File: src/rtl/draw_pkg.sv
// Shared constants and encodings for the board draw scheduler.
package draw_pkg;

    localparam int unsigned NUM_COLS    = 7;
    localparam int unsigned NUM_ROWS    = 6;
    localparam logic [2:0]  PREVIEW_ROW = 3'd0;
    localparam logic [2:0]  LAST_COL    = 3'(NUM_COLS - 1);
    localparam logic [2:0]  LAST_ROW    = 3'(NUM_ROWS);

    typedef enum logic [1:0] {
        S_IDLE,
        S_ISSUE,
        S_WAIT,
        S_RELEASE
    } state_t;

    typedef enum logic [1:0] {
        JOB_CLEAR,
        JOB_DROP,
        JOB_CURSOR
    } job_t;

endpackage

File: src/rtl/draw_scheduler_sweep_counter.sv
// Raster counter for the clear sweep: column inner (0..last), row outer (1..last).
module sweep_counter
    import draw_pkg::*;
(
    input  logic       clk,
    input  logic       resetn,
    input  logic       start,
    input  logic       advance,
    output logic [2:0] col,
    output logic [2:0] row,
    output logic       last
);

    assign last = (col == LAST_COL) && (row == LAST_ROW);

    always_ff @(posedge clk or negedge resetn) begin
        if (!resetn) begin
            col <= '0;
            row <= 3'd1;
        end else if (start) begin
            col <= '0;
            row <= 3'd1;
        end else if (advance && !last) begin
            if (col == LAST_COL) begin
                col <= '0;
                row <= row + 3'd1;
            end else begin
                col <= col + 3'd1;
            end
        end
    end

endmodule

File: src/rtl/draw_scheduler.sv
// Arbitrates clear sweep > piece drop > cursor preview onto the single cell drawer.
module draw_scheduler
    import draw_pkg::*;
#(
    parameter int unsigned TIMEOUT    = 4095,
    parameter logic [2:0]  CURSOR_RST = 3'd3
) (
    input  logic       clk,
    input  logic       resetn,
    input  logic       clear_req,
    input  logic       drop_req,
    input  logic [2:0] drop_col,
    input  logic [2:0] drop_row,
    input  logic       drop_player,
    input  logic       cursor_req,
    input  logic [2:0] cursor_col,
    input  logic       cursor_player,
    input  logic       draw_complete,
    output logic       draw_enable,
    output logic [2:0] draw_column,
    output logic [2:0] draw_row,
    output logic       draw_player,
    output logic       draw_reset_game,
    output logic       drop_ready,
    output logic       busy,
    output logic       drop_done,
    output logic       clear_done,
    output logic       req_err,
    output logic       draw_fault
);

    localparam int unsigned CW = $clog2(TIMEOUT + 1);

    state_t         state, state_d;
    job_t           job;
    logic           clear_pend, drop_pend, cur_pend;
    logic           sweep_active, preview;
    logic [2:0]     drop_col_q, drop_row_q, cur_col_q, col_q, row_q;
    logic           drop_player_q, cur_player_q, player_q;
    logic [CW-1:0]  cnt;
    logic [2:0]     sw_col, sw_row;
    logic           sw_last, sw_advance;
    logic           ld_clear, ld_drop, ld_cursor, ld_preview, timeout;
    logic           drop_ok, drop_bad, cur_ok, cur_bad;

    sweep_counter u_sweep (
        .clk     (clk),
        .resetn  (resetn),
        .start   (ld_clear),
        .advance (sw_advance),
        .col     (sw_col),
        .row     (sw_row),
        .last    (sw_last)
    );

    assign draw_enable     = (state == S_ISSUE) || (state == S_WAIT);
    assign draw_column     = sweep_active ? sw_col : col_q;
    assign draw_row        = sweep_active ? sw_row : row_q;
    assign draw_player     = sweep_active ? 1'b0 : player_q;
    assign draw_reset_game = sweep_active;
    assign drop_ready      = !drop_pend && !(draw_enable && (job == JOB_DROP));
    assign busy            = (state != S_IDLE) || clear_pend || drop_pend || cur_pend;

    // A clear in the same cycle wins over a drop, which is then rejected.
    assign drop_ok  = drop_req && !clear_req && drop_ready && (drop_col <= LAST_COL)
                      && (drop_row != 3'd0) && (drop_row <= LAST_ROW);
    assign drop_bad = drop_req && !drop_ok;
    assign cur_ok   = cursor_req && (cursor_col <= LAST_COL);
    assign cur_bad  = cursor_req && !cur_ok;

    always_ff @(posedge clk or negedge resetn) begin
        if (!resetn) state <= S_IDLE;
        else         state <= state_d;
    end

    always_comb begin
        state_d    = state;
        ld_clear   = 1'b0;
        ld_drop    = 1'b0;
        ld_cursor  = 1'b0;
        ld_preview = 1'b0;
        sw_advance = 1'b0;
        timeout    = 1'b0;
        drop_done  = 1'b0;
        clear_done = 1'b0;
        case (state)
            S_IDLE: begin
                if (clear_pend) begin
                    ld_clear = 1'b1;
                    state_d  = S_ISSUE;
                end else if (drop_pend) begin
                    ld_drop = 1'b1;
                    state_d = S_ISSUE;
                end else if (cur_pend) begin
                    ld_cursor = 1'b1;
                    state_d   = S_ISSUE;
                end
            end
            S_ISSUE: state_d = S_WAIT;
            S_WAIT: begin
                if (draw_complete) begin
                    state_d = S_RELEASE;
                end else if (cnt == CW'(TIMEOUT)) begin
                    timeout = 1'b1;
                    state_d = S_RELEASE;
                end
            end
            S_RELEASE: begin
                state_d = S_IDLE;
                if (job == JOB_CLEAR) begin
                    // Sweep jobs chain straight back to ISSUE; a new clear restarts the raster.
                    if (clear_pend) begin
                        ld_clear = 1'b1;
                        state_d  = S_ISSUE;
                    end else if (!preview) begin
                        ld_preview = sw_last;
                        sw_advance = !sw_last;
                        state_d    = S_ISSUE;
                    end else begin
                        clear_done = 1'b1;
                    end
                end else if (job == JOB_DROP) begin
                    drop_done = 1'b1;
                end
            end
            default: state_d = S_IDLE;
        endcase
    end

    always_ff @(posedge clk or negedge resetn) begin
        if (!resetn) begin
            job           <= JOB_CLEAR;
            clear_pend    <= 1'b0;
            drop_pend     <= 1'b0;
            cur_pend      <= 1'b0;
            sweep_active  <= 1'b0;
            preview       <= 1'b0;
            drop_col_q    <= '0;
            drop_row_q    <= '0;
            drop_player_q <= 1'b0;
            cur_col_q     <= CURSOR_RST;
            cur_player_q  <= 1'b0;
            col_q         <= '0;
            row_q         <= '0;
            player_q      <= 1'b0;
            cnt           <= '0;
            req_err       <= 1'b0;
            draw_fault    <= 1'b0;
        end else begin
            req_err <= drop_bad || cur_bad;

            if (clear_req)     clear_pend <= 1'b1;
            else if (ld_clear) clear_pend <= 1'b0;

            if (clear_req)    drop_pend <= 1'b0;
            else if (drop_ok) drop_pend <= 1'b1;
            else if (ld_drop) drop_pend <= 1'b0;

            if (clear_req)      cur_pend <= 1'b0;
            else if (cur_ok)    cur_pend <= 1'b1;
            else if (ld_cursor) cur_pend <= 1'b0;

            if (drop_ok) begin
                drop_col_q    <= drop_col;
                drop_row_q    <= drop_row;
                drop_player_q <= drop_player;
            end
            if (cur_ok) begin
                cur_col_q    <= cursor_col;
                cur_player_q <= cursor_player;
            end

            if (ld_clear) begin
                job          <= JOB_CLEAR;
                sweep_active <= 1'b1;
                preview      <= 1'b0;
            end
            if (ld_preview || ld_cursor) begin
                sweep_active <= 1'b0;
                preview      <= ld_preview;
                col_q        <= cur_col_q;
                row_q        <= PREVIEW_ROW;
                player_q     <= cur_player_q;
            end
            if (ld_cursor) job <= JOB_CURSOR;
            if (ld_drop) begin
                job      <= JOB_DROP;
                col_q    <= drop_col_q;
                row_q    <= drop_row_q;
                player_q <= drop_player_q;
            end

            if (state == S_ISSUE)     cnt <= '0;
            else if (state == S_WAIT) cnt <= cnt + 1'b1;

            if (timeout) draw_fault <= 1'b1;
        end
    end

endmodule

File: config.mk
export PLATFORM = sky130hd
export DESIGN_NAME = draw_scheduler
export DESIGN_NICKNAME = d
export VERILOG_FILES = /design/src/rtl/draw_pkg.sv /design/src/rtl/draw_scheduler_sweep_counter.sv /design/src/rtl/draw_scheduler.sv
export SDC_FILE = /design/constraint.sdc
export NUM_CORES = 1
export LEC_CHECK = 0
export CAP_MARGIN = 0
export CORE_AREA = 4 4 83 70
export DETAILED_ROUTE_END_ITERATION = 10
export DIE_AREA = 0 0 87 74
export DONT_BUFFER_PORTS = 1
export PLACE_DENSITY = 0.61
export SETUP_SLACK_MARGIN = 0.02
export SLEW_MARGIN = 25
export SYNTH_ARGS = -nofsm -noshare
export SYNTH_HDL_FRONTEND = slang
export SYNTH_HIERARCHICAL = 1
export SYNTH_SLANG_ARGS = --single-unit
File: constraint.sdc
create_clock -name clk -period 3.3 [get_ports clk]
set_clock_uncertainty 0.15 [all_clocks]
set_input_delay 0.99 -clock clk [delete_from_list [all_inputs] [get_ports clk]]
set_output_delay 0.99 -clock clk [all_outputs]
set_load 0.05 [all_outputs]
==> After elaboration in Yosys (flattened, before gate mapping) <==
Index checks and enable logic that the tools add are counted.
{ "word_totals": {"wordCells": 142, "register_bits": 47, "in_bits": 17, "output_inout_bits": 15} }
{ "op_classes": {"n_addsub": 3, "n_mux": 68, "magnitude_cmp": 3, "reduce_logical": 39, "n_eq_ne": 9} }
{ "op_table": {"columns": ["operator", "count"], "rows": [
  ["$mux 1", 44],
  ["$mux 3", 12],
  ["$mux 12", 2],
  ["$mux 2", 8],
  ["$reduce_bool 2->1", 7],
  ["$add 12x1->12 const B", 1],
  ["$eq 12x12->1 const B", 1],
  ["$logic_and 1x1->1", 12],
  ["$reduce_bool 3->1", 4],
  ["$le 3x3->1 const B", 3],
  ["$pmux 2 s4", 1],
  ["$add 3x1->3 const B", 2],
  ["$eq 3x3->1 const B", 2],
  ["$logic_not 1->1", 6],
  ["$logic_or 1x1->1", 6],
  ["$eq 2x1->1 const B", 2],
  ["$eq 2x2->1 const B", 2],
  ["$logic_not 2->1", 2],
  ["$ne 4x4->1 const B", 1],
  ["$reduce_and 2->1", 2],
  ["$ne 3x3->1 const B", 1],
  ["$pmux 1 s2", 1]
]} }

==> Logic depth before layout (Yosys ltp) <==
Gate-level depths: netlist of the first run.
{ "logic_depth": {"word_depth": 12, "mapped_depth": 9, "depth_no_buf": 8} }

==> By module <==
Netlist of the first run, hierarchy kept.
{ "modules_own_cells": {"columns": ["module", "area_per_inst_um2", "seq_area_each_um2", "instances", "cells_per_inst"], "rows": [
  ["draw_scheduler", 2054.5, 1028.5, 1, 193],
  ["sweep_counter", 362.8, 151.4, 1, 36]
]} }

==> Least setup slack after synthesis of the first run <==
Ideal clock, no wire load.
{ "synth_timing": {"path_type": "register -> output", "startpoint": "register state[0]", "endpoint": "output drop_ready", "t_required_ns": 2.160, "path_slack_ns": 0.031, "arrival_ns": 2.129, "n_path_buf": 1, "stages_incl_launch_ff": 5, "path_cell_list": "dfrtp_1 -> inv_1 -> ha_1 -> clkbuf_1 -> a31oi_1"} }
{ "synth_via": {"elab_chain_cells": 5, "word_cells_on_any_way": 6, "cone_classes": "2 x eq/ne; 4 x reduce/logical"} }
{ "synth_lines": {"columns": ["item", "line_no", "text"], "rows": [
  ["from (decl)", "draw_scheduler.sv:34", "state_t state, state_d;"],
  ["from (signal assigned)", "draw_scheduler.sv:73", "else state <= state_d;"],
  ["$eq 2x1->1 / $eq 2x2->1 (equally long branches)", "draw_scheduler.sv:56", "assign draw_enable = (state == S_ISSUE) || (state == S_WAIT);"],
  ["$logic_or 1x1->1 *", "draw_scheduler.sv:56", null],
  ["via draw_enable", "draw_scheduler.sv:19", "output logic draw_enable,"],
  ["$logic_and 1x1->1 *", "draw_scheduler.sv:61", "assign drop_ready = !drop_pend && !(draw_enable && (job == JOB_DROP));"],
  ["$logic_not 1->1 *", "draw_scheduler.sv:61", null],
  ["$logic_and 1x1->1 *", "draw_scheduler.sv:61", null],
  ["to (decl)", "draw_scheduler.sv:24", "output logic drop_ready,"]
]} }
The timed path passes the listed nets; every way through them passes the cells marked *.

==> Worst setup path after layout of the first run <==
{ "layout_timing": {"startpoint": "register state[0]", "endpoint": "output busy"} }
{ "layout_via": {"elab_chain_cells": 4} }
{ "layout_lines": {"columns": ["item", "line_no", "text"], "rows": [
  ["$reduce_bool 2->1", "draw_scheduler.sv:62", "assign busy = (state != S_IDLE) || clear_pend || drop_pend || cur_pend;"],
  ["$logic_or 1x1->1 (3 in series)", "draw_scheduler.sv:62", null],
  ["to (decl)", "draw_scheduler.sv:25", "output logic busy,"]
]} }
No other way between the ends.

==> flow_summary.json, run 1 <==
{
  "outcome": "complete, no violations",
  "final_min_period_over_clock_period": 0.905,
  "place.detailed.hpwl_um": 3500,
  "n_antenna_cell": 0,
  "portBuffers": 0,
  "worst_setup_path_end_kind": "primary output",
  "max-slew-margin-rel": 0.576,
  "htree_num_levels": 2,
  "finalWirelength_um": 4730,
  "critical-path-top-delay-family": "simple AND/OR/NAND/NOR gates",
  "gp_congestion": 0.798,
  "worst_slew_pin_slew_ns": 0.630,
  "timing.final.max_slew_violations": 0,
  "drt_first_iter_violations": 136,
  "placement_rows": 23,
  "max-cap-violations": 0,
  "ant_nets": 0,
  "internal_power_uw": 1280,
  "cts-hold-fix-buffers": 0,
  "clock_insertion_delay_worst_skew_ns": 0.30,
  "layout_area_growth_over_synthesis_pct": 9.68,
  "setup_violations": 0,
  "cts_root_buffer": "sky130_fd_sc_hd__clkbuf_8",
  "gr-usage-all-layers": 0.162,
  "cp-start-kind": "register",
  "post-cts-setup-buffer-count": 0,
  "post_cts_resized": 0,
  "max_clock_freq_mhz": 335,
  "hold_viol": 0,
  "global_route_wire_length_before_repair_um": 8060,
  "detailroute.wirelength.met2_um": 1950,
  "tritoncts": "done",
  "synth.yosys.warnings": 6,
  "tritoncts_num_sinks": 47,
  "setup-tns-final_ns": 0,
  "cts.path.max_buffers": 2,
  "synthesis.nets": 254,
  "avgViaCountPerCell": 5.61,
  "power_frac_seq": 0.406,
  "met3_length_um": 241,
  "cp_num_buf_inv": 1,
  "post-place-cells": 291,
  "power.net_switching_uw": 804,
  "die_width_um": 87,
  "critPathKind": "reg2out",
  "drc_errors": 0,
  "core-area_um2": 4920,
  "min_period_ns": 2.98,
  "floorplan.die_area_um2": 6440,
  "critical-path-max-stage-delay_ns": 0.61,
  "rsz0062_at_grt": "no",
  "synth_seq_area_share": 0.488,
  "drive_above_1_share": 0.177,
  "power.leakage_uw": 0.00118,
  "cp.arrival_ns": 1.84,
  "synth_edf_count": 0,
  "io-pin-count": 32,
  "num_cts_buffers": 5,
  "hold_path.class": "in2async",
  "die-height_um": 74,
  "postSynth.asyncResetShare": 1.00,
  "initial_utilization": 0.491,
  "cp_data_required_time_ns": 2.16,
  "instances_no_fill": 299,
  "synth-main-ff-cell": "sky130_fd_sc_hd__dfrtp_1",
  "ys_ff_latch": 47,
  "max-vdd-ir-drop_v": 0.000329,
  "clkPwrFrac": 0.238,
  "num-fill-cells": 453,
  "critical-path-slowest-cell": "sky130_fd_sc_hd__or3_1",
  "power.combinational.fraction": 0.356,
  "critical_path_peak_fanout": 6,
  "cell_types_with_the_largest_area_share_after_synthesis": "sky130_fd_sc_hd__dfrtp_1 (46%), sky130_fd_sc_hd__mux2_2 (7.5%), sky130_fd_sc_hd__ha_1 (4.1%)",
  "grt_start_max_net_pins": 48,
  "routed_wire_length_per_instance_um": 15.8,
  "netlist.area_leader.share": 0.455,
  "synthCells": 229,
  "swShare": 0.385,
  "power_per_cell_area_nw_per_um2": 787,
  "post_synth.cell_area_avg_um2": 10.6,
  "worst_path_clk_slew_ns": 0.09,
  "yosysUniqueCellTypes": 43,
  "antenna_violations_before_repair": 0,
  "mappedNetlistArea_um2": 2420,
  "finalWorstSetupSlack_ns": 0.315,
  "final_net_count": 261,
  "wl_met1_um": 2490,
  "netlist.top_cell.by_area": "sky130_fd_sc_hd__dfrtp_1",
  "first_global_vias": 1614,
  "top_layer_used": "met4",
  "num_vias": 1676,
  "globalRoute.totalOverflow": 0,
  "placement.setup.worst_slack_ns": 0.641,
  "drt_pass1_iterations": 4,
  "timing.critical_path.cells": "inv_1, ha_1, nand2b_1, or3_1"
}
[metrics by stage]
stage	hold slack (ns)	power, uW	util	instance area (um^2)
after floorplan	0.310	1450	-	2420
after global placement	0.320	1590	0.511	2510
after detailed placement	0.329	1600	0.511	2510
after CTS	0.215	2110	0.539	2650
after global routing	0.204	2240	0.539	2650
final	0.227	2090	0.539	2650
[cell usage after synthesis (all sizes together) (2+ instances only)]
library cell	number
nand3	5
mux2i	8
a31o	3
o21ai	10
and3	3
a31oi	2
clkbuf	6
dfrtp	44
nor2	19
nand2b	2
a21o	2
nor4	4
mux2	16
xnor2	3
o31ai	3
and2	2
nand4	4
nand3b	2
or3	6
inv	17
nor2b	3
nor3	4
a311oi	2
a21oi	18
dfstp	3
a22o	5
ha	8
nand2	14
[kinds of logic (layout without fill, tap and decap cells)]
logic type,Yosys count,in the layout,share of synthesized area
adders and majority gates,8,8,0.0414
muxes,24,24,0.108
xor gates and xnor gates,4,4,0.0145
DFF,47,47,0.488
and+or+nand+nor,71,71,0.161
buffers and inverters,23,31,0.0367
AOI/OAI and AO/OA,52,52,0.150
[path summary, 6_finish.rpt]
| kind | slack (ns) | to | startpoint | cells past startpoint |
|---|---|---|---|---|
| min in group clk | 0.35 | row_q[2]$_DFFE_PN0P_ | drop_row_q[2]$_DFFE_PN0P_ | 1 |
| worst max register to register | 0.89 | u_sweep/row[1]$_DFFE_PN0P_ | state[0]$_DFFE_PN0P_ | 7 |
| worst min-delay path | 0.23 | job[1]$_DFFE_PN0P_ | resetn | 0 |
| max in group asynchronous | 2.59 | cur_col_q[1]$_DFFE_PN1P_ | resetn | 0 |
| worst max-delay path | 0.32 | busy | state[0]$_DFFE_PN0P_ | 4 |
| worst min register to register | 0.35 | row_q[2]$_DFFE_PN0P_ | drop_row_q[2]$_DFFE_PN0P_ | 1 |
[cells in the final DEF (no fill, tap or decap), types with 2 or more instances in the layout]
cell	count
sky130_fd_sc_hd__a31oi_1	2
sky130_fd_sc_hd__ha_1	8
sky130_fd_sc_hd__nand3b_1	2
sky130_fd_sc_hd__buf_4	6
sky130_fd_sc_hd__xnor2_1	3
sky130_fd_sc_hd__nor2_1	19
sky130_fd_sc_hd__nand3_1	5
sky130_fd_sc_hd__o31ai_1	3
sky130_fd_sc_hd__bufinv_16	2
sky130_fd_sc_hd__nand2_1	14
sky130_fd_sc_hd__dfstp_2	3
sky130_fd_sc_hd__clkbuf_8	5
sky130_fd_sc_hd__a31o_2	3
sky130_fd_sc_hd__dfrtp_1	44
sky130_fd_sc_hd__or3_1	6
sky130_fd_sc_hd__o21ai_0	10
sky130_fd_sc_hd__inv_1	17
sky130_fd_sc_hd__mux2_2	16
sky130_fd_sc_hd__a311oi_1	2
sky130_fd_sc_hd__a21oi_1	17
sky130_fd_sc_hd__nor4_1	4
sky130_fd_sc_hd__and2_1	2
sky130_fd_sc_hd__mux2i_1	8
sky130_fd_sc_hd__nor2b_1	3
sky130_fd_sc_hd__a21o_1	2
sky130_fd_sc_hd__nor3_1	3
sky130_fd_sc_hd__nand2b_1	2
sky130_fd_sc_hd__a22o_1	5
sky130_fd_sc_hd__nand4_1	3
sky130_fd_sc_hd__and3_1	3
[layer usage]
layer,track usage,vias to the layer above
li1,-,844
met1,0.254,800
met2,0.215,28
met3,0.0421,4
met4,0.0519,0
met5,0,-
[sequential cells by signal (all words and copies together) (netlist names)]
name,flops
clear_pend,1
cnt,12
col_q,3
cur_col_q,3
cur_pend,1
cur_player_q,1
draw_fault,1
draw_reset_game,1
drop_col_q,3
drop_pend,1
drop_player_q,1
drop_row_q,3
job,2
player_q,1
preview,1
req_err,1
row_q,3
state,2
u_sweep/col,3
u_sweep/row,3
[cell type report]
| class | instances | area, um^2 | area share |
|---|---|---|---|
| flip-flops and latches | 47 | 1180 | 0.445 |
| multi-input cells | 159 | 1150 | 0.433 |
| well taps | 62 | 77.6 | 0.0293 |
| clock buffers | 5 | 68.8 | 0.0260 |
| clock inverters | 3 | 67.6 | 0.0255 |
| inverters | 17 | 63.8 | 0.0241 |
| repair buffers | 6 | 45.0 | 0.0170 |
[power groups by stage]
stage / registers (uW) / logic, uW / clock network [uW]
floorplan: 825 / 623 / 0
global placement: 855 / 736 / 0
detailed placement: 859 / 742 / 0
CTS: 847 / 745 / 516
global route: 874 / 821 / 541
finish: 848 / 742 / 496
Note: power is estimated with default switching activity, not from simulation.
==> inputs of run 2 (changes only) <==
--- a/config.mk
+++ b/config.mk
@@ -6,11 +6,11 @@
 export NUM_CORES = 1
 export LEC_CHECK = 0
 export CAP_MARGIN = 0
-export CORE_AREA = 4 4 83 70
+export CORE_AREA = 4 4 75 63
 export DETAILED_ROUTE_END_ITERATION = 10
-export DIE_AREA = 0 0 87 74
+export DIE_AREA = 0 0 79 67
 export DONT_BUFFER_PORTS = 1
-export PLACE_DENSITY = 0.61
+export PLACE_DENSITY = 0.75
 export SETUP_SLACK_MARGIN = 0.02
 export SLEW_MARGIN = 25
 export SYNTH_ARGS = -nofsm -noshare
==> run 2 against run 1 <==
Global-route usage grew 2.4 points. Routed wire length decreased by 5.0%. Final area down 0.24%. First-iteration DRC count increased by 0.74%. Flip-flop and latch count is the same. Sequential power shrank 2%. Non-clock buffer count unchanged. Register-to-register slack improved by 0.07 ns. Combinational power is 1% higher. Total power decreased by 0.53%. Clock power down 0.8%. Highest routed layer unchanged.
==> flow_summary.json, run 2 (synthesis results as in run 1) <==
{
  "finalWirelength_um": 4490,
  "max_clock_freq_mhz": 335,
  "drt_pass1_iterations": 4,
  "hold_path.class": "in2async",
  "final_min_period_over_clock_period": 0.904,
  "largest_register": "cnt",
  "worst_setup_path_end_kind": "primary output",
  "routed_wire_length_per_instance_um": 15.3,
  "hold_viol": 0,
  "final_cell_mix": "sky130_fd_sc_hd__dfrtp_1 (44), sky130_fd_sc_hd__nor2_1 (19), sky130_fd_sc_hd__inv_1 (17), sky130_fd_sc_hd__a21oi_1 (17), sky130_fd_sc_hd__mux2_2 (16)",
  "min_period_ns": 2.98,
  "final_net_count": 261,
  "ff_latch_area_um2": 1180,
  "io-pin-count": 32,
  "globalRoute.totalOverflow": 0,
  "grt_start_max_net_pins": 48,
  "multiInputGateArea_um2": 1150,
  "drt_first_iter_violations": 137,
  "max-cap-violations": 0,
  "num-fill-cells": 343,
  "portBuffers": 0,
  "max-slew-margin-rel": 0.606,
  "cts_root_buffer": "sky130_fd_sc_hd__clkbuf_8",
  "hold-worst-slack_ns": 0.228,
  "final_core_utilization": 0.654,
  "n_antenna_cell": 0,
  "layout.cells.most_common": "sky130_fd_sc_hd__dfrtp_1",
  "max-vdd-ir-drop_v": 0.000428,
  "antenna_violations_before_repair": 0,
  "setup-tns-final_ns": 0,
  "timing.final.max_slew_violations": 0,
  "htree_num_levels": 2,
  "drc_errors": 0,
  "cp_data_required_time_ns": 2.16,
  "cp.arrival_ns": 1.84,
  "outcome": "complete, no violations",
  "total_power_uw": 2070,
  "setup_violations": 0,
  "clock_insertion_delay_worst_skew_ns": 0.29,
  "power_per_cell_area_nw_per_um2": 784,
  "cts.path.max_buffers": 2,
  "global_route_wire_length_before_repair_um": 7680,
  "critical-path-max-stage-delay_ns": 0.61,
  "timing.critical_path.depth": 4,
  "num_vias": 1704,
  "place.detailed.hpwl_um": 3280,
  "worst_slew_pin_slew_ns": 0.586,
  "avgViaCountPerCell": 5.80,
  "timing.critical_path.cells": "inv_1, ha_1, nand2b_1, or3_1",
  "post_cts_resized": 0,
  "first_global_vias": 1615,
  "critPathKind": "reg2out",
  "post-cts-setup-buffer-count": 0,
  "placement_rows": 21,
  "gr-usage-all-layers": 0.186,
  "floorplan.die_area_um2": 5290,
  "power.leakage_uw": 0.00118,
  "worst_path_clk_slew_ns": 0.09,
  "tritoncts": "done",
  "die-height_um": 67,
  "critical-path-slowest-cell": "sky130_fd_sc_hd__or3_1",
  "cp-start-kind": "register",
  "largest_register_ff_count": 12,
  "critical-path-top-delay-family": "simple AND/OR/NAND/NOR gates",
  "cp_num_buf_inv": 1,
  "gp_congestion": 0.845,
  "die_width_um": 79,
  "initial_utilization": 0.597,
  "layout_area_growth_over_synthesis_pct": 9.42,
  "ant_nets": 0,
  "critical_path_peak_fanout": 6,
  "num_cts_buffers": 5,
  "drive_above_1_share": 0.177,
  "core-area_um2": 4050,
  "rsz0062_at_grt": "no",
  "tritoncts_num_sinks": 47,
  "reg2reg_depth": 7,
  "cts-hold-fix-buffers": 0
}
-- run 2: cell counts in the layout (fill, tap and decap cells not counted) --
No cell type changed its count.
-- run 2: cell type report --
class	instances	share of cell area
Sequential cell	47	0.446
Multi-Input combinational cell	159	0.434
Tap cell	57	0.0270
Clock buffer	5	0.0260
Clock inverter	3	0.0255
Inverter	17	0.0241
Timing Repair Buffer	6	0.0170
-- run 2: final timing paths --
check | slack, ns | to | startpoint
worst min register to register | 0.35 | row_q[1]$_DFFE_PN0P_ | drop_row_q[1]$_DFFE_PN0P_
worst max-delay path | 0.32 | busy | state[0]$_DFFE_PN0P_
worst min-delay path | 0.23 | u_sweep/row[2]$_DFFE_PN0P_ | resetn
min in group clk | 0.35 | row_q[1]$_DFFE_PN0P_ | drop_row_q[1]$_DFFE_PN0P_
max in group asynchronous | 2.58 | cur_col_q[1]$_DFFE_PN1P_ | resetn
worst max register to register | 0.96 | u_sweep/col[2]$_DFFE_PN0P_ | state[0]$_DFFE_PN0P_
-- run 2: power breakdown --
| group | internal (uW) | total (uW) | switching [uW] |
|---|---|---|---|
| Sequential | 712 | 832 | 119 |
| Clock | 302 | 492 | 190 |
| Combinational | 268 | 751 | 483 |
| Total | 1280 | 2070 | 793 |
-- run 2: worst reg2reg max path, stage by stage, from the launching register on --
cell	delay (ns)
sky130_fd_sc_hd__dfrtp_1	0.41
sky130_fd_sc_hd__inv_1	0.11
sky130_fd_sc_hd__ha_1	0.32
sky130_fd_sc_hd__buf_4	0.26
sky130_fd_sc_hd__inv_1	0.11
sky130_fd_sc_hd__o211ai_1	0.25
sky130_fd_sc_hd__inv_1	0.26
sky130_fd_sc_hd__nor4_1	0.37
-- run 2: per-stage QoR --
step                cell area (um^2)  instances  worst slack, ns
floorplan                       2420        229           0.0315
global placement                2510        286            0.705
detailed placement              2510        286            0.644
CTS                             2650        294            0.309
global route                    2650        294            0.173
finish                          2650        294            0.316
-- run 2: layer usage --
| metal | global-route usage | vias up | share of wire |
|---|---|---|---|
| met1 | 0.284 | 816 | 0.51 |
| met3 | 0.0486 | 5 | 0.058 |
| met4 | 0.0579 | 0 | 0.0091 |
| li1 | - | 841 | - |
| met5 | 0 | - | 0 |
| met2 | 0.255 | 42 | 0.42 |
